--- src/rtl/lfm_out_reg_pkg.sv ---
// lfm_out_pkg: shared types and sizing helpers for the LFM output register
package lfm_out_pkg;
  typedef enum logic [2:0] {IDLE, ARMED, RUN, FLUSH, DRAIN} state_t;
  localparam int CNT_W = 32;
  function automatic int lane_idx_w(input int lanes);
    return (lanes > 1) ? $clog2(lanes) : 1;
  endfunction
endpackage

--- src/rtl/lfm_out_reg_if.sv ---
// lfm_out_reg_if: accumulator framing, ROM sample and DAC handshake bundle
interface lfm_out_reg_if #(
  parameter int SAMPLE_W = 8,
  parameter int LANES = 4
);
  logic                        SIGN_START_CALC;
  logic                        SIGN_STOP_CALC;
  logic [31:0]                 NUM_OF_SAMPLES;
  logic [SAMPLE_W-1:0]         ROM_DATA;
  logic                        OUT_REG_READY;
  logic [LANES*SAMPLE_W-1:0]   DAC_DATA;
  logic                        DAC_VALID;
  logic                        DAC_READY;
  modport master (
    output SIGN_START_CALC, SIGN_STOP_CALC, NUM_OF_SAMPLES, ROM_DATA, DAC_READY,
    input  OUT_REG_READY, DAC_DATA, DAC_VALID
  );
  modport slave (
    input  SIGN_START_CALC, SIGN_STOP_CALC, NUM_OF_SAMPLES, ROM_DATA, DAC_READY,
    output OUT_REG_READY, DAC_DATA, DAC_VALID
  );
endinterface

--- src/rtl/lfm_out_reg_sample_fifo.sv ---
// lfm_sample_fifo: word FIFO whose head is presented through a registered read stage
module lfm_sample_fifo #(
  parameter int W = 32,
  parameter int DEPTH = 16
) (
  input  logic         CLK,
  input  logic         RESET,
  input  logic         push_i,
  input  logic [W-1:0] din_i,
  input  logic         pop_i,
  output logic [W-1:0] dout_o,
  output logic         valid_o,
  output logic         full_o
);
  localparam int AW = $clog2(DEPTH);
  logic [W-1:0] mem_q [DEPTH];
  logic [AW-1:0] wr_q, rd_q, rd_d;
  logic [AW:0] cnt_q, cnt_d, left;
  logic [W-1:0] dout_q;
  logic vld_q, wr_en, rd_en;
  assign full_o = cnt_q == (AW+1)'(DEPTH);
  assign rd_en = pop_i && cnt_q != '0;
  assign wr_en = push_i && (!full_o || rd_en);
  assign left = cnt_q - (AW+1)'(rd_en);
  assign cnt_d = left + (AW+1)'(wr_en);
  assign rd_d = rd_q + AW'(rd_en);
  assign dout_o = dout_q;
  assign valid_o = vld_q;
  always_ff @(posedge CLK)
    if (wr_en) mem_q[wr_q] <= din_i;
  // a word written into an otherwise empty FIFO bypasses straight to the head register
  always_ff @(posedge CLK)
    if (RESET) begin
      wr_q <= '0;
      rd_q <= '0;
      cnt_q <= '0;
      dout_q <= '0;
      vld_q <= 1'b0;
    end else begin
      wr_q <= wr_q + AW'(wr_en);
      rd_q <= rd_d;
      cnt_q <= cnt_d;
      vld_q <= cnt_d != '0;
      dout_q <= (wr_en && left == '0) ? din_i : mem_q[rd_d];
    end
endmodule

--- src/rtl/lfm_out_reg.sv ---
// lfm_out_reg: captures ROM samples of an LFM burst, packs them into DAC words and drains them
module lfm_out_reg
  import lfm_out_pkg::*;
#(
  parameter int SAMPLE_W = 8,
  parameter int LANES = 4,
  parameter int ROM_LATENCY = 1,
  parameter int FIFO_DEPTH = 16,
  parameter logic [SAMPLE_W-1:0] ZERO_CODE = 8'd128
) (
  input  logic              CLK,
  input  logic              RESET,
  lfm_out_reg_if.slave      bus,
  output logic              BUSY,
  output logic              DONE,
  output logic              LEN_ERR,
  output logic              OVF_ERR
);
  localparam int WORD_W = LANES * SAMPLE_W;
  localparam int LW = lane_idx_w(LANES);
  state_t state_q, state_d;
  logic [CNT_W-1:0] exp_cnt_q, exp_cnt_d, cap_cnt_q, cap_cnt_d;
  logic [LW-1:0] lane_q, lane_d;
  logic [WORD_W-1:0] word_q, word_d, push_word;
  logic [ROM_LATENCY-1:0] vld_q, vld_d;
  logic rdy_q, rdy_d, len_q, len_d, ovf_q, ovf_d, done_q, done_d;
  logic push, full, fifo_vld, pop, cap;
  lfm_sample_fifo #(.W(WORD_W), .DEPTH(FIFO_DEPTH)) u_fifo (
    .CLK(CLK),
    .RESET(RESET),
    .push_i(push),
    .din_i(push_word),
    .pop_i(pop),
    .dout_o(bus.DAC_DATA),
    .valid_o(fifo_vld),
    .full_o(full)
  );
  assign pop = fifo_vld && bus.DAC_READY;
  assign cap = vld_q[ROM_LATENCY-1];
  assign bus.DAC_VALID = fifo_vld;
  assign bus.OUT_REG_READY = rdy_q;
  assign BUSY = state_q != IDLE;
  assign DONE = done_q;
  assign LEN_ERR = len_q;
  assign OVF_ERR = ovf_q;
  always_comb begin
    state_d = state_q;
    exp_cnt_d = exp_cnt_q;
    cap_cnt_d = cap_cnt_q;
    lane_d = lane_q;
    word_d = word_q;
    push_word = word_q;
    rdy_d = rdy_q;
    len_d = len_q;
    done_d = 1'b0;
    push = 1'b0;
    vld_d = (vld_q << 1) | ROM_LATENCY'(state_q == RUN);
    if (cap) begin
      word_d[lane_q*SAMPLE_W +: SAMPLE_W] = bus.ROM_DATA;
      cap_cnt_d = cap_cnt_q + 1'b1;
      lane_d = lane_q + 1'b1;
      push = lane_q == LW'(LANES - 1);
      push_word = word_d;
    end
    case (state_q)
      IDLE:
        if (bus.SIGN_START_CALC) begin
          state_d = ARMED;
          len_d = 1'b0;
          cap_cnt_d = '0;
          lane_d = '0;
        end
      ARMED:
        if (!bus.SIGN_START_CALC) begin
          exp_cnt_d = bus.NUM_OF_SAMPLES;
          rdy_d = 1'b0;
          state_d = RUN;
        end
      RUN:
        if (bus.SIGN_STOP_CALC) state_d = FLUSH;
      FLUSH:
        if (vld_q == '0) begin
          for (int i = 0; i < LANES; i++)
            if (i >= int'(lane_q)) push_word[i*SAMPLE_W +: SAMPLE_W] = ZERO_CODE;
          push = lane_q != '0;
          lane_d = '0;
          len_d = len_q | (cap_cnt_q != exp_cnt_q);
          state_d = DRAIN;
        end
      DRAIN:
        if (!fifo_vld) begin
          state_d = IDLE;
          done_d = 1'b1;
          rdy_d = 1'b1;
        end
      default: state_d = IDLE;
    endcase
    ovf_d = (state_q == IDLE && bus.SIGN_START_CALC) ? 1'b0 : ovf_q | (push && full && !pop);
  end
  always_ff @(posedge CLK)
    if (RESET) begin
      state_q <= IDLE;
      exp_cnt_q <= '0;
      cap_cnt_q <= '0;
      lane_q <= '0;
      word_q <= '0;
      vld_q <= '0;
      rdy_q <= 1'b1;
      len_q <= 1'b0;
      ovf_q <= 1'b0;
      done_q <= 1'b0;
    end else begin
      state_q <= state_d;
      exp_cnt_q <= exp_cnt_d;
      cap_cnt_q <= cap_cnt_d;
      lane_q <= lane_d;
      word_q <= word_d;
      vld_q <= vld_d;
      rdy_q <= rdy_d;
      len_q <= len_d;
      ovf_q <= ovf_d;
      done_q <= done_d;
    end
endmodule

--- src/flat_wrapper.sv ---
// flat-port wrapper written by rule: the top's interface ports become plain ports
module lfm_out_reg_flat import lfm_out_pkg::*;
#(
  parameter int SAMPLE_W = 8,
  parameter int LANES = 4,
  parameter int ROM_LATENCY = 1,
  parameter int FIFO_DEPTH = 16,
  parameter logic [SAMPLE_W-1:0] ZERO_CODE = 8'd128
)
  (CLK, RESET, BUSY, DONE, LEN_ERR, OVF_ERR, bus_SIGN_START_CALC, bus_SIGN_STOP_CALC, bus_NUM_OF_SAMPLES, bus_ROM_DATA, bus_DAC_READY, bus_OUT_REG_READY, bus_DAC_DATA, bus_DAC_VALID);
  lfm_out_reg_if #(.SAMPLE_W(SAMPLE_W), .LANES(LANES)) bus_i ();
  input  logic CLK;
  input  logic RESET;
  output logic BUSY;
  output logic DONE;
  output logic LEN_ERR;
  output logic OVF_ERR;
  input wire logic [$bits(bus_i.SIGN_START_CALC)-1:0] bus_SIGN_START_CALC;
  input wire logic [$bits(bus_i.SIGN_STOP_CALC)-1:0] bus_SIGN_STOP_CALC;
  input wire logic [$bits(bus_i.NUM_OF_SAMPLES)-1:0] bus_NUM_OF_SAMPLES;
  input wire logic [$bits(bus_i.ROM_DATA)-1:0] bus_ROM_DATA;
  input wire logic [$bits(bus_i.DAC_READY)-1:0] bus_DAC_READY;
  output wire logic [$bits(bus_i.OUT_REG_READY)-1:0] bus_OUT_REG_READY;
  output wire logic [$bits(bus_i.DAC_DATA)-1:0] bus_DAC_DATA;
  output wire logic [$bits(bus_i.DAC_VALID)-1:0] bus_DAC_VALID;
  assign bus_i.SIGN_START_CALC = bus_SIGN_START_CALC;
  assign bus_i.SIGN_STOP_CALC = bus_SIGN_STOP_CALC;
  assign bus_i.NUM_OF_SAMPLES = bus_NUM_OF_SAMPLES;
  assign bus_i.ROM_DATA = bus_ROM_DATA;
  assign bus_i.DAC_READY = bus_DAC_READY;
  assign bus_OUT_REG_READY = bus_i.OUT_REG_READY;
  assign bus_DAC_DATA = bus_i.DAC_DATA;
  assign bus_DAC_VALID = bus_i.DAC_VALID;
  lfm_out_reg #(.SAMPLE_W(SAMPLE_W), .LANES(LANES), .ROM_LATENCY(ROM_LATENCY), .FIFO_DEPTH(FIFO_DEPTH), .ZERO_CODE(ZERO_CODE)) u_core (.CLK(CLK), .RESET(RESET), .bus(bus_i), .BUSY(BUSY), .DONE(DONE), .LEN_ERR(LEN_ERR), .OVF_ERR(OVF_ERR));
endmodule
--- config.mk ---
export PLATFORM = sky130hd
export DESIGN_NAME = lfm_out_reg_flat
export DESIGN_NICKNAME = d
export VERILOG_FILES = /design/src/rtl/lfm_out_reg_pkg.sv /design/src/rtl/lfm_out_reg_if.sv /design/src/rtl/lfm_out_reg_sample_fifo.sv /design/src/rtl/lfm_out_reg.sv /design/src/flat_wrapper.sv
export SDC_FILE = /design/constraint.sdc
export NUM_CORES = 1
export LEC_CHECK = 0
export CORE_MARGIN = 2
export CORE_UTILIZATION = 45
export CTS_CLUSTER_SIZE = 20
export DETAILED_ROUTE_END_ITERATION = 12
export GPL_TIMING_DRIVEN = 0
export PLACE_DENSITY_LB_ADDON = 0.05
export SLEW_MARGIN = 0
export SYNTH_ARGS = -nofsm -noshare
export SYNTH_HDL_FRONTEND = slang
export SYNTH_HIERARCHICAL = 1
export SYNTH_SLANG_ARGS = --single-unit
--- constraint.sdc ---
create_clock -name CLK -period 5.18 [get_ports CLK]
set_clock_uncertainty 0.05 [all_clocks]
set_input_delay 0.518 -clock CLK [delete_from_list [all_inputs] [get_ports CLK]]
set_output_delay 0.518 -clock CLK [all_outputs]
set_load 0.03 [all_outputs]
# Word-level counts from Yosys, hierarchy flattened
# Memory sizes are Yosys's and may differ from the RTL's.
# Cells that the tools add are included.
[totals] register_bits=152 ram_bits=512 elab_cells=101 memories=1
[classes] add_sub_neg=7 magnitude_cmp=3 n_eq_ne=12 shifts=2 mux=33 n_bitwise=4 reduce_logical=24
[memory_table] name="u_core.u_fifo.mem_q" depth=16 word_bits=32 rd=1 rd_ports_with_merged_regs=0 write_ports=1 line="lfm_out_reg_sample_fifo.sv:16" text="logic [W-1:0] mem_q [DEPTH];"
[ops] operator="32-bit two-way mux" n=7
[ops] operator="5-bit negator with 34-bit output" n=1
[ops] operator="8-bit by 34-bit variable shift with 32-bit output (first input constant)" n=1
[ops] operator="8-bit by 34-bit variable part select with 32-bit output" n=1
[ops] operator="32-bit by 1-bit adder with 32-bit output (second input constant)" n=1
[ops] operator="32-bit bitwise mux" n=1
[ops] operator="32-bit != test" n=1
[ops] operator="8-bit two-way mux" n=3
[ops] operator="3-bit two-way mux" n=5
[ops] operator="3-bit one-hot mux with 5 select lines" n=1
[ops] operator="1-bit two-way mux" n=10
[ops] operator="2-bit != test (second input constant)" n=5
[ops] operator="5-bit nonzero test" n=2
[ops] operator="4-bit by 1-bit adder with 4-bit output" n=2
[ops] operator="1-bit logical AND" n=7
[ops] operator="3-bit by 2-bit == test with 1-bit output (second input constant)" n=2
[ops] operator="2-bit two-way mux" n=3
[ops] operator="3-bit AND reduction" n=2
[ops] operator="2-bit nonzero test" n=3
[ops] operator="5-bit by 1-bit adder with 5-bit output" n=1
[ops] operator="5-bit == test (second input constant)" n=1
[ops] operator="5-bit zero test" n=1
[ops] operator="5-bit AND reduction" n=1
[ops] operator="5-bit by 1-bit subtractor with 5-bit output" n=1
[ops] operator="other kinds (16)" n=22

# Logic depth before layout (Yosys ltp)
# Gate-level depths: netlist of the first run.
[logic_depth] word_depth=8 depth_mapped=12 ltp_nobuf=11

# Cells and area by module
# Netlist of the first run, hierarchy kept.
[modules_own_cells] mod="lfm_sample_fifo" n_inst=1 cells_per_inst=947 area_per_inst_um2=21199.1 seq_area_each_um2=16295.6
[modules_own_cells] mod="lfm_out_reg" n_inst=1 cells_per_inst=565 area_per_inst_um2=4763.3 seq_area_each_um2=2122.0

# Worst setup path before layout of the first run
# Ideal clock, no wire load.
[synth_timing] path_kind="register to register" from="register u_core.lane_q[0]" to="memory u_core.u_fifo.mem_q[0][0], enable pin" setup_ps=461 arrival_time_ps=4086 path_slack_ps=583 path_stages_with_launch=7 n_path_buf=0 synth_period_minus_slack_ps=4597 path_cell_list="dfxtp_1 -> inv_1 -> ha_1 -> o21ai_1 -> o21a_1 -> or3b_2 -> nor3_1"
[synth_via] elab_chain_cells=7 word_cells_on_any_way=8
[synth_rtl] element="from (decl)" line="lfm_out_reg.sv:23" text="logic [LW-1:0] lane_q, lane_d;"
[synth_rtl] element="from (signal assigned)" line="lfm_out_reg.sv:116" text="lane_q <= lane_d;"
[synth_rtl] element="2-bit == test" line="lfm_out_reg.sv:62" text="push = lane_q == LW'(LANES - 1);"
[synth_rtl] element="1-bit two-way mux" line="lfm_out_reg.sv:58" text="if (cap) begin"
[synth_rtl] element="1-bit two-way mux" line="lfm_out_reg.sv:82" text="if (vld_q == '0) begin"
[synth_rtl] element="1-bit two-way mux (*)" line="lfm_out_reg.sv:65" text="case (state_q)"
[synth_rtl] element="named net u_core.push" line="lfm_out_reg.sv:27" text="logic push, full, fifo_vld, pop, cap;"
[synth_rtl] element="1-bit logical AND (*)" line="lfm_out_reg_sample_fifo.sv:23" text="assign wr_en = push_i && (!full_o || rd_en);"
[synth_rtl] element="1-bit two-way mux (*)" line="lfm_out_reg_sample_fifo.sv:30" text="if (wr_en) mem_q[wr_q] <= din_i;"
[synth_rtl] element="1-bit two-way mux (implied by the code) (*)" line="lfm_out_reg_sample_fifo.sv:30"
[synth_rtl] element="to (decl)" line="lfm_out_reg_sample_fifo.sv:16"
# The timed path passes the listed nets; every way through them passes the cells marked *.

# Worst setup path in the final report of the first run
[layout_timing] from="register u_core.u_fifo.cnt_q[2]" to="register u_core.u_fifo.dout_q[9] (netlist: u_core/u_fifo/dout_o[9])"
[layout_via] word_cells_on_any_way=12
[layout_lines] element="from (decl)" line="lfm_out_reg_sample_fifo.sv:18" text="logic [AW:0] cnt_q, cnt_d, left;"
[layout_lines] element="from (signal assigned)" line="lfm_out_reg_sample_fifo.sv:42" text="cnt_q <= cnt_d;"
[layout_lines] element="5-bit nonzero test" line="lfm_out_reg_sample_fifo.sv:22" text="assign rd_en = pop_i && cnt_q != '0;"
[layout_lines] element="1-bit logical AND" line="lfm_out_reg_sample_fifo.sv:22"
[layout_lines] element="4-bit by 1-bit adder with 4-bit output" line="lfm_out_reg_sample_fifo.sv:26" text="assign rd_d = rd_q + AW'(rd_en);"
[layout_lines] element="named net u_core.u_fifo.rd_d[1]" line="lfm_out_reg_sample_fifo.sv:17" text="logic [AW-1:0] wr_q, rd_q, rd_d;"
[layout_lines] element="memory 16 x 32 bit"
[layout_lines] element="32-bit two-way mux" line="lfm_out_reg_sample_fifo.sv:44" text="dout_q <= (wr_en && left == '0) ? din_i : mem_q[rd_d];"
[layout_lines] element="to (signal assigned)" line="lfm_out_reg_sample_fifo.sv:44"
[layout_lines] element="to (decl)" line="lfm_out_reg_sample_fifo.sv:19" text="logic [W-1:0] dout_q;"
# The timed path passes the listed nets, and every way through them passes these cells.
# A chain may end at the register's enable or synchronous reset.

==> results.sh, run 1 <==
export IMPL_via_count=14000
export IMPL_clk_latency_ns=0.60
export IMPL_grt_pass1_wl_mm=92.0
export IMPL_synth_async_reset_ratio_pct=0
export IMPL_path_max_fanout=10
export IMPL_clockBufferDepth=3
export IMPL_gp_congestion=0.810
export IMPL_areaGrowthSynthToFinish_pct=18.1
export IMPL_worst_ir_drop_vdd_uv=275
export IMPL_clock_fmax_mhz=227
export IMPL_cts_setup_buffers=0
export IMPL_finalCritPeriodShare_pct=84.9
export IMPL_final_max_slew_viol_count=0
export IMPL_syn_area_per_cell_um2=17.2
export IMPL_finalCriticalPeriod_ns=4.40
export IMPL_grt_start_max_net_pins=21
export IMPL_synth_edf_count=512
export IMPL_setup_tns_ns=0
export IMPL_firstDrtPassIters=5
export IMPL_syn_area_um2=26000
export IMPL_viasPerCell=5.56
export IMPL_crit_arrival_ns=4.81
export IMPL_post_drt_wl_per_cell_um=24.4
export IMPL_rsz0062_at_grt="false"
export IMPL_drive_above_1_share_pct=20.7
export IMPL_dp_hpwl_mm=40.8
export IMPL_drt_total_wl_mm=61.4
export IMPL_rows=88
export IMPL_clock_sinks=664
export IMPL_clk_pin_slew_ns=0.06
export IMPL_grt_pass1_vias=14300
export IMPL_numPortBuffers=82
export IMPL_cp_cell_sequence="buf_6 -> nor4_1 -> a21boi_0 -> ha_1 -> ha_1 -> clkbuf_1 -> clkbuf_1 -> mux4_2 -> mux2i_1 -> nor2b_1 -> a221o_1"
export IMPL_status="finished clean"
export IMPL_postSynthRegisterBits=664
export IMPL_slew_headroom_pct=18.3
export IMPL_ys_seq_area_share_pct=70.9
export IMPL_start_kind="register"
export IMPL_drtAntennaViolNets=0
export IMPL_tightest_slew_ns=1.22
export IMPL_cpPeakStageDelay_ns=0.83
export IMPL_drc_errors=0
export IMPL_placed_area_um2=28400
export IMPL_p_leak_nw=10.5
export IMPL_hold_path_class="register to register"
export IMPL_die_w_um=244
export IMPL_path_class="register to register"
export IMPL_power_total_mw=10.9
export IMPL_antenna_found_initial=2
export IMPL_finalInstanceArea_um2=30700
export IMPL_yosys_warnings=6
export IMPL_coreArea_um2=57400
export IMPL_drt_iter0_drc=1045
export IMPL_die_area_um2=59600
export IMPL_syn_num_nets=1574
export IMPL_overflow=0
export IMPL_cts_resized_gates=0
export IMPL_cts_hold_buf=0
export IMPL_critPathSlowestCell="clkbuf_1"
export IMPL_setup_violations=0
export IMPL_fin_nets=1762
export IMPL_cp_end_kind="register"
export IMPL_netlist_instances=1512
export IMPL_pwr_density_cell_nw_per_um2=355
export IMPL_synth_distinct_cells=62
export IMPL_track_usage_pct=21.1
export IMPL_maxCapViolCount=0
export IMPL_cts_root_buf="clkbuf_16"
export IMPL_htree_levels=3
export IMPL_final_hold_viol_count=0
export IMPL_ys_flop_type="edfxtp_1"
export IMPL_worst_hold_slack_ns=0.406
export IMPL_post_route_util_pct=53.5
export IMPL_numCtsBuffers=71
export IMPL_tritoncts="done"
export IMPL_layout_common_cells="edfxtp_1 (512), dfxtp_1 (152), mux4_2 (128)"
export IMPL_die_h_um=244
export IMPL_pin_count=83
export IMPL_final_common_cell="edfxtp_1"
export IMPL_initial_utilization_pct=45.3
export IMPL_fillerInstances=4626
export IMPL_required_ns=5.60
export IMPL_antenna_cells=0
[critical path: cells and delay by family, from the launching register on]
family	cells	cell delay, ns
buffers and inverters	3	1.54
flip-flops	1	0.30
multiplexers	2	0.66
AO/OA/AOI/OAI	2	0.57
adder cells (fa/ha/maj)	2	0.68
AND/OR/NAND/NOR	2	0.44
[registers in the layout, indices dropped and copies added, names as in the netlist, 2 cells and up]
name	flops
u_core/exp_cnt_q	32
u_core/u_fifo/rd_q	4
u_core/u_fifo/mem_q	512
u_core/word_q	32
u_core/state_q	3
u_core/u_fifo/wr_q	4
u_core/u_fifo/dout_o	32
u_core/lane_q	2
u_core/cap_cnt_q	32
u_core/u_fifo/cnt_q	5
[final timing paths]
path                           from                       to  slack [ns]  depth (start not counted)
min reg2reg        u_core/word_q[7]         u_core/word_q[7]        0.41                          2
max reg2reg  u_core/u_fifo/cnt_q[2]  u_core/u_fifo/dout_o[9]        0.78                         11
max          u_core/u_fifo/cnt_q[2]  u_core/u_fifo/dout_o[9]        0.78                         11
min                u_core/word_q[7]         u_core/word_q[7]        0.41                          2
[cells in the mapped netlist, drive strengths merged (2+ instances only)]
| library cell | number | area share [%] |
|---|---|---|
| ha | 17 | 0.82 |
| inv | 10 | 0.14 |
| or3 | 2 | 0.053 |
| a221o | 32 | 1.2 |
| nand3 | 24 | 0.53 |
| mux4 | 128 | 11 |
| xor2 | 62 | 2.1 |
| nor4 | 17 | 0.57 |
| mux2i | 35 | 1.3 |
| and3 | 6 | 0.14 |
| a21oi | 39 | 0.75 |
| buf | 36 | 0.82 |
| nand4 | 13 | 0.37 |
| a31oi | 2 | 0.048 |
| a22oi | 30 | 0.87 |
| a22o | 7 | 0.24 |
| nor4b | 3 | 0.13 |
| xnor2 | 10 | 0.34 |
| nand3b | 3 | 0.087 |
| mux2 | 32 | 1.4 |
| o21a | 2 | 0.058 |
| o21ai | 8 | 0.15 |
| nor2b | 44 | 1.1 |
| dfxtp | 152 | 12 |
| nor3 | 13 | 0.31 |
| clkbuf | 44 | 0.65 |
| nor2 | 115 | 1.7 |
| edfxtp | 512 | 59 |
| nand2b | 7 | 0.17 |
| nand2 | 90 | 1.3 |
[power by group]
part	leakage [nW]	total [mW]	internal, mW	switching [mW]
logic	3.04	0.218	0.0887	0.130
registers	6.36	5.71	5.70	0.0119
clock network	1.12	4.95	2.96	2.00
[logic make-up after synthesis]
kind of cell	synth area share [%]
and+or+nand+nor	6.68
DFF	70.9
AOI/OAI and AO/OA	3.67
xor gates and xnor gates	2.43
muxes	13.8
buffers and inverters	1.61
adders and majority gates	0.819
[per-layer routing]
layer | part of all wire (%) | GRT usage (%) | routed length, µm | vias to the layer above
met3 | 5.4 | 3.67 | 3300 | 74
met4 | 1.8 | 5.94 | 1090 | 4
met5 | 0.041 | 0 | 25 | -
met1 | 45 | 30.2 | 27900 | 7291
li1 | - | - | - | 6291
met2 | 47 | 33.4 | 29100 | 359
[cell type report]
type / count / area (µm²) / share of cell area, %
inverter: 10 / 37.5 / 0.122
clock buffer: 104 / 2060 / 6.70
tap: 765 / 957 / 3.12
timing repair buffer: 115 / 1340 / 4.38
buffer: 80 / 382 / 1.24
sequential: 664 / 18400 / 60.1
clock inverter: 26 / 236 / 0.771
multi-input combinational: 758 / 7240 / 23.6
[per-stage QoR]
stage	worst slack, ns	instances
6_report	0.783	2522
5_1_grt	0.661	2522
4_1_cts	0.802	2522
3_5_place_dp	0.463	2392
3_3_place_gp	-2.78	2359
2_1_floorplan	0.583	1512
Note: power is estimated with default switching activity, not from simulation.
==> inputs of run 2 (changes only) <==
- clock period: 5.18 -> 3.8 ns (I/O delays scaled with it)
==> run 2 against run 1 <==
Via count up 0.12%. Sequential cell count unchanged. Critical path type unchanged. Clock-buffer cell count is 2 lower. Wire length increased by 1.8%.
==> results.sh, run 2 (synthesis gave the netlist of run 1 again) <==
export IMPL_finalInstanceArea_um2=31100
export IMPL_numPortBuffers=82
export IMPL_drive_above_1_share_pct=22.5
export IMPL_htree_levels=3
export IMPL_place_inst=2386
export IMPL_clockBufferDepth=3
export IMPL_via_count=14000
export IMPL_clock_sinks=664
export IMPL_gp_congestion=0.785
export IMPL_antenna_found_initial=0
export IMPL_dpl_worst_slack_ns=-0.919
export IMPL_critPathSlowestCell="ha_1"
export IMPL_die_w_um=244
export IMPL_tritoncts="done"
export IMPL_largest_reg_flops=512
export IMPL_multiInputGateArea_um2=7300
export IMPL_areaGrowthSynthToFinish_pct=19.9
export IMPL_track_usage_pct=21.5
export IMPL_die_area_um2=59600
export IMPL_path_buf_inv=3
export IMPL_crit_arrival_ns=4.02
export IMPL_numCtsBuffers=72
export IMPL_viasPerCell=5.55
export IMPL_initial_utilization_pct=45.3
export IMPL_clk_latency_ns=0.60
export IMPL_start_kind="register"
export IMPL_placed_area_um2=28600
export IMPL_coreArea_um2=57400
export IMPL_setup_violations=0
export IMPL_top_register="u_core/u_fifo/mem_q"
export IMPL_firstDrtPassIters=5
export IMPL_rsz0062_at_grt="false"
export IMPL_drtAntennaViolNets=0
export IMPL_final_hold_viol_count=0
export IMPL_crit_family="buffers and inverters"
export IMPL_die_h_um=244
export IMPL_layout_common_cells="edfxtp_1 (512), dfxtp_1 (152), mux4_2 (128)"
export IMPL_fillerInstances=4611
export IMPL_path_max_fanout=10
export IMPL_reg2reg_slack_ns=0.19
export IMPL_clock_fmax_mhz=277
export IMPL_clk_pin_slew_ns=0.06
export IMPL_status="finished clean"
export IMPL_final_max_slew_viol_count=0
export IMPL_grt_pass1_wl_mm=93.6
export IMPL_overflow=0
export IMPL_fin_cells=2530
export IMPL_drc_errors=0
export IMPL_grt_pass1_vias=14500
export IMPL_cts_hold_buf=0
export IMPL_fin_ws_ns=0.190
export IMPL_path_class="register to register"
export IMPL_setup_tns_ns=0
export IMPL_register_area_um2=18400
export IMPL_tightest_slew_ns=1.18
export IMPL_dp_hpwl_mm=41.6
export IMPL_required_ns=4.21
export IMPL_cts_root_buf="clkbuf_16"
export IMPL_fin_nets=1771
export IMPL_hold_path_class="input port to register"
export IMPL_drt_iter0_drc=925
export IMPL_rows=88
export IMPL_finalCriticalPeriod_ns=3.61
export IMPL_post_drt_wl_per_cell_um=24.7
export IMPL_maxCapViolCount=0
export IMPL_worst_hold_slack_ns=0.282
export IMPL_pin_count=83
export IMPL_cpPeakStageDelay_ns=0.44
export IMPL_slew_headroom_pct=21.1
export IMPL_grt_start_max_net_pins=22
export IMPL_finalCritPeriodShare_pct=95.0
export IMPL_p_leak_nw=10.7
export IMPL_cp_end_kind="register"
export IMPL_cp_cell_sequence="buf_6 -> nor4_1 -> a21boi_1 -> ha_1 -> ha_1 -> clkbuf_4 -> clkbuf_4 -> mux4_2 -> mux2_2 -> a221o_1"
export IMPL_pwr_density_cell_nw_per_um2=478
export IMPL_antenna_cells=0
export IMPL_final_common_cell="edfxtp_1"
export IMPL_drt_total_wl_mm=62.5
export IMPL_worst_ir_drop_vdd_uv=311
## run 2: routing by layer
layer	wire [µm]	global-route usage (%)	part of all wire (%)	vias up
met3	3630	4.23	5.8	71
li1	-	-	-	6307
met1	27800	29.9	44	7313
met2	30000	34.7	48	345
met4	1120	5.99	1.8	0
met5	0	0	0	-
## run 2: area by class of cell
type	instances	area share (%)
Sequential cell	664	59.2
Multi-Input combinational cell	758	23.5
Clock buffer	102	6.42
Timing Repair Buffer	124	5.34
Tap cell	765	3.07
Buffer	79	1.49
Clock inverter	28	0.944
Inverter	10	0.121
## run 2: tightest hold or removal path, cell delays in order
cell and delay, ns:
clkdlybuf4s50_1 0.39, nand2_1 0.06, a21oi_1 0.05
## run 2: stage by stage
stage | utilization [%] | power [mW]
finish | 54.3 | 14.9
global route | 54.3 | 15.4
CTS | 54.0 | 15.1
detailed placement | 49.8 | 8.24
global placement | 48.4 | 8.23
floorplan | - | 8.08
## run 2: what timing repair did
| item | CTS | global route |
|---|---|---|
| setup endpoints to repair | 150 | 179 |
| gates resized for setup | 39 | 32 |
| setup buffers | 8 | 7 |
| pin swaps | 6 | 6 |
## run 2: report_power, final
part | internal, mW | leakage [nW] | switching, mW
logic | 0.120 | 3.21 | 0.177
clock network | 4.07 | 1.12 | 2.74
registers | 7.77 | 6.36 | 0.0171
## run 2: path summary, 6_finish.rpt
path	endpoint	cells past startpoint	from
max	u_core/u_fifo/dout_o[17]	10	u_core/u_fifo/cnt_q[2]
min	u_core/exp_cnt_q[20]	3	bus_NUM_OF_SAMPLES[20]
max reg2reg	u_core/u_fifo/dout_o[17]	10	u_core/u_fifo/cnt_q[2]
min reg2reg	u_core/word_q[7]	2	u_core/word_q[7]
==> inputs of run 3 (changes only) <==
- GPL_ROUTABILITY_DRIVEN: not set -> 0
==> results of run 3 <==
The final DEF is identical to that of run 2; final timing and power are the same.
==> variant: new RTL, config.mk and constraints of run 3 <==
Take the reset off `wr_q`, `rd_q` and `dout_q` and load them in a clocked block of their own.
--- a/src/rtl/lfm_out_reg_sample_fifo.sv
+++ b/src/rtl/lfm_out_reg_sample_fifo.sv
@@ -31,17 +31,17 @@
   // a word written into an otherwise empty FIFO bypasses straight to the head register
   always_ff @(posedge CLK)
     if (RESET) begin
-      wr_q <= '0;
-      rd_q <= '0;
       cnt_q <= '0;
-      dout_q <= '0;
       vld_q <= 1'b0;
     end else begin
-      wr_q <= wr_q + AW'(wr_en);
-      rd_q <= rd_d;
       cnt_q <= cnt_d;
       vld_q <= cnt_d != '0;
+    end
+
+  always_ff @(posedge CLK) begin
+      wr_q   <= wr_q + AW'(wr_en);
+      rd_q   <= rd_d;
       dout_q <= (wr_en && left == '0) ? din_i : mem_q[rd_d];
-    end
+  end
 endmodule
 
Behaviour: not the same (a bounded check fails within 10 cycles, from zero or initial values and one cycle with RESET high; the reset may be asserted at any time).
==> variant against run 3 <==
Global-route usage increased by 0.43 points; routed wire length rose by 3.4%; first-iteration DRC count up 4.1%; sequential share of layout area is essentially flat; sequential cell count did not move; final area barely moved; critical path depth unchanged; setup slack got worse by 0.067 ns; utilization decreased by 0.21 points; maximum frequency decreased by 1.8%; area after synthesis up 0.68%.
Power is not compared: it rests on default switching activity, and its combinational part moved more than twofold at a synthesized area within 25%.
==> variant: results (changes against run 3) <==
[drt]
wirelength_microns = 64700  ; +3.4%
drt-initial-drc-count = 963  ; +4.1%
first_pass_iters = 5  ; unchanged
avgViaCountPerCell = 5.66  ; +2.0%

[critical_path]
crit_path_end = u_core/u_fifo/dout_o[30]
timing.rr.end = u_core/u_fifo/dout_o[30]
worst_path_largest_cell_delay_ns = 0.75  ; +0.31 ns
critPathMaxFanout = 10  ; unchanged
slowest_stage = clkbuf_1
r2r_slack_ns = 0.12  ; -0.07 ns
critical_path_arrival_ns = 4.06  ; +0.04 ns

[worst_hold_path]
min_from = bus_NUM_OF_SAMPLES[18]
whs_endpoint = u_core/exp_cnt_q[18]

[placement]
numPortBuffers = 82  ; unchanged
hpwlAfterDp_microns = 43300  ; +4.0%
post_dp_cell_area_sq_um = 28500  ; about the same

[pwr]
ir_drop_mv = 0.318
p_int_mw = 12.6

[cts]
htreeDepth = 3  ; unchanged
clockBufferDepth = 3  ; unchanged
cts_buffers = 71  ; -1.4%

[synth]
synth_edf_count = 512  ; unchanged
ys_top_cells_by_area = edfxtp_1, dfxtp_1, mux4_2
ys_seq_area_share_pct = 70.5  ; -0.48 points
mappedNetlistNets = 1606  ; +2.0%
netlist_top_cells_count = edfxtp_1, dfxtp_1, nor2_1

[global_route]
grtUsageTotal_pct = 21.9  ; +0.43 points
antenna_found_initial = 3  ; +3
grt_max_degree = 20  ; -9.1%
grt_pass1_wl_microns = 95500  ; +2.1%

[layout]
num-fill-cells = 4662  ; +1.1%
final_nets = 1805  ; +1.9%
drive_gt1_share_pct = 22.5  ; about the same

[run_status]
status = complete, no violations

[timing]
timing.slew.headroom_pct = 24.3  ; +3.2 points

==> variant: changes by cell type after synthesis, moves of 4 or more <==
| cell | before | now |
|---|---|---|
| buf_4 | 2 | 6 |
| nor2_1 | 112 | 142 |
| a2111oi_2 | 0 | 18 |
| a221o_1 | 32 | 0 |
| a311oi_1 | 0 | 32 |
| nor2b_1 | 44 | 39 |
| clkbuf_1 | 42 | 38 |
| mux2_2 | 32 | 0 |
| buf_6 | 5 | 9 |
| a2111oi_0 | 1 | 13 |
| buf_2 | 27 | 32 |
==> variant: area by class of cell <==
| type | instances | area (sq um) | area share, % |
|---|---|---|---|
| flip-flops and latches | 664 | 18400 | 59.2 |
| inverters | 10 | 37.5 | 0.121 |
| diodes | 1 | 2.50 | 0.00804 |
| plain buffers | 87 | 528 | 1.70 |
| clock inverters | 21 | 134 | 0.430 |
| clock buffers | 104 | 2000 | 6.43 |
| repair buffers | 126 | 1600 | 5.14 |
| multi-input cells | 783 | 7460 | 24.0 |
| well taps | 765 | 957 | 3.07 |
==> variant: cell families after synthesis <==
| group | synth area share (%) |
|---|---|
| flip-flops | 70.5 |
| buffers and inverters | 1.90 |
| AND/OR/NAND/NOR | 7.04 |
| adder cells (fa/ha/maj) | 0.814 |
| multiplexers | 12.4 |
| AO/OA/AOI/OAI | 5.05 |
| XOR/XNOR | 2.37 |
==> variant: through the flow <==
step | hold slack (ns) | setup WS, ns | setup TNS [ns] | std cells
5_1_grt | 0.276 | -0.0246 | -0.286 | 2560
4_1_cts | 0.247 | 0.00135 | 0 | 2552
6_report | 0.286 | 0.122 | 0 | 2561
3_5_place_dp | 0.402 | -0.532 | -18.47 | 2413
2_1_floorplan | 0.386 | 0.122 | 0 | 1544
3_3_place_gp | 0.396 | -2.63 | -1089.49 | 2391
==> variant: worst reg2reg max path: stages, from the launching register on <==
cell and delay [ns]:
dfxtp_1 0.29, buf_2 0.18, or4_1 0.59, o21a_2 0.31, ha_1 0.23, nand3_1 0.10, xnor2_1 0.14, buf_2 0.30
clkbuf_1 0.76, a2111oi_2 0.14, a311oi_1 0.44
==> variant: power groups by stage <==
stage	clock (mW)	combinational [mW]	sequential [mW]
6_report	6.42	2.20	7.84
3_3_place_gp	0	2.18	8.00
3_5_place_dp	0	2.20	8.00
2_1_floorplan	0	1.47	8.09
5_1_grt	6.86	2.37	7.85
4_1_cts	6.58	2.24	7.84
==> variant: repair_timing <==
action                                  4_1_cts  5_1_grt
pin swaps                                     8        5
hold buffers                                  0        0
gates resized for setup                      44       21
setup buffers                                14        8
endpoints found under the setup margin      139      193
==> variant: layer usage <==
layer / track usage [%] / vias to the layer above / share of wire (%)
met3: 3.61 / 92 / 5.2
met5: 0 / - / 0.043
met1: 29.6 / 7546 / 43
met2: 36.8 / 390 / 50
met4: 6.47 / 4 / 2.3
li1: - / 6456 / -
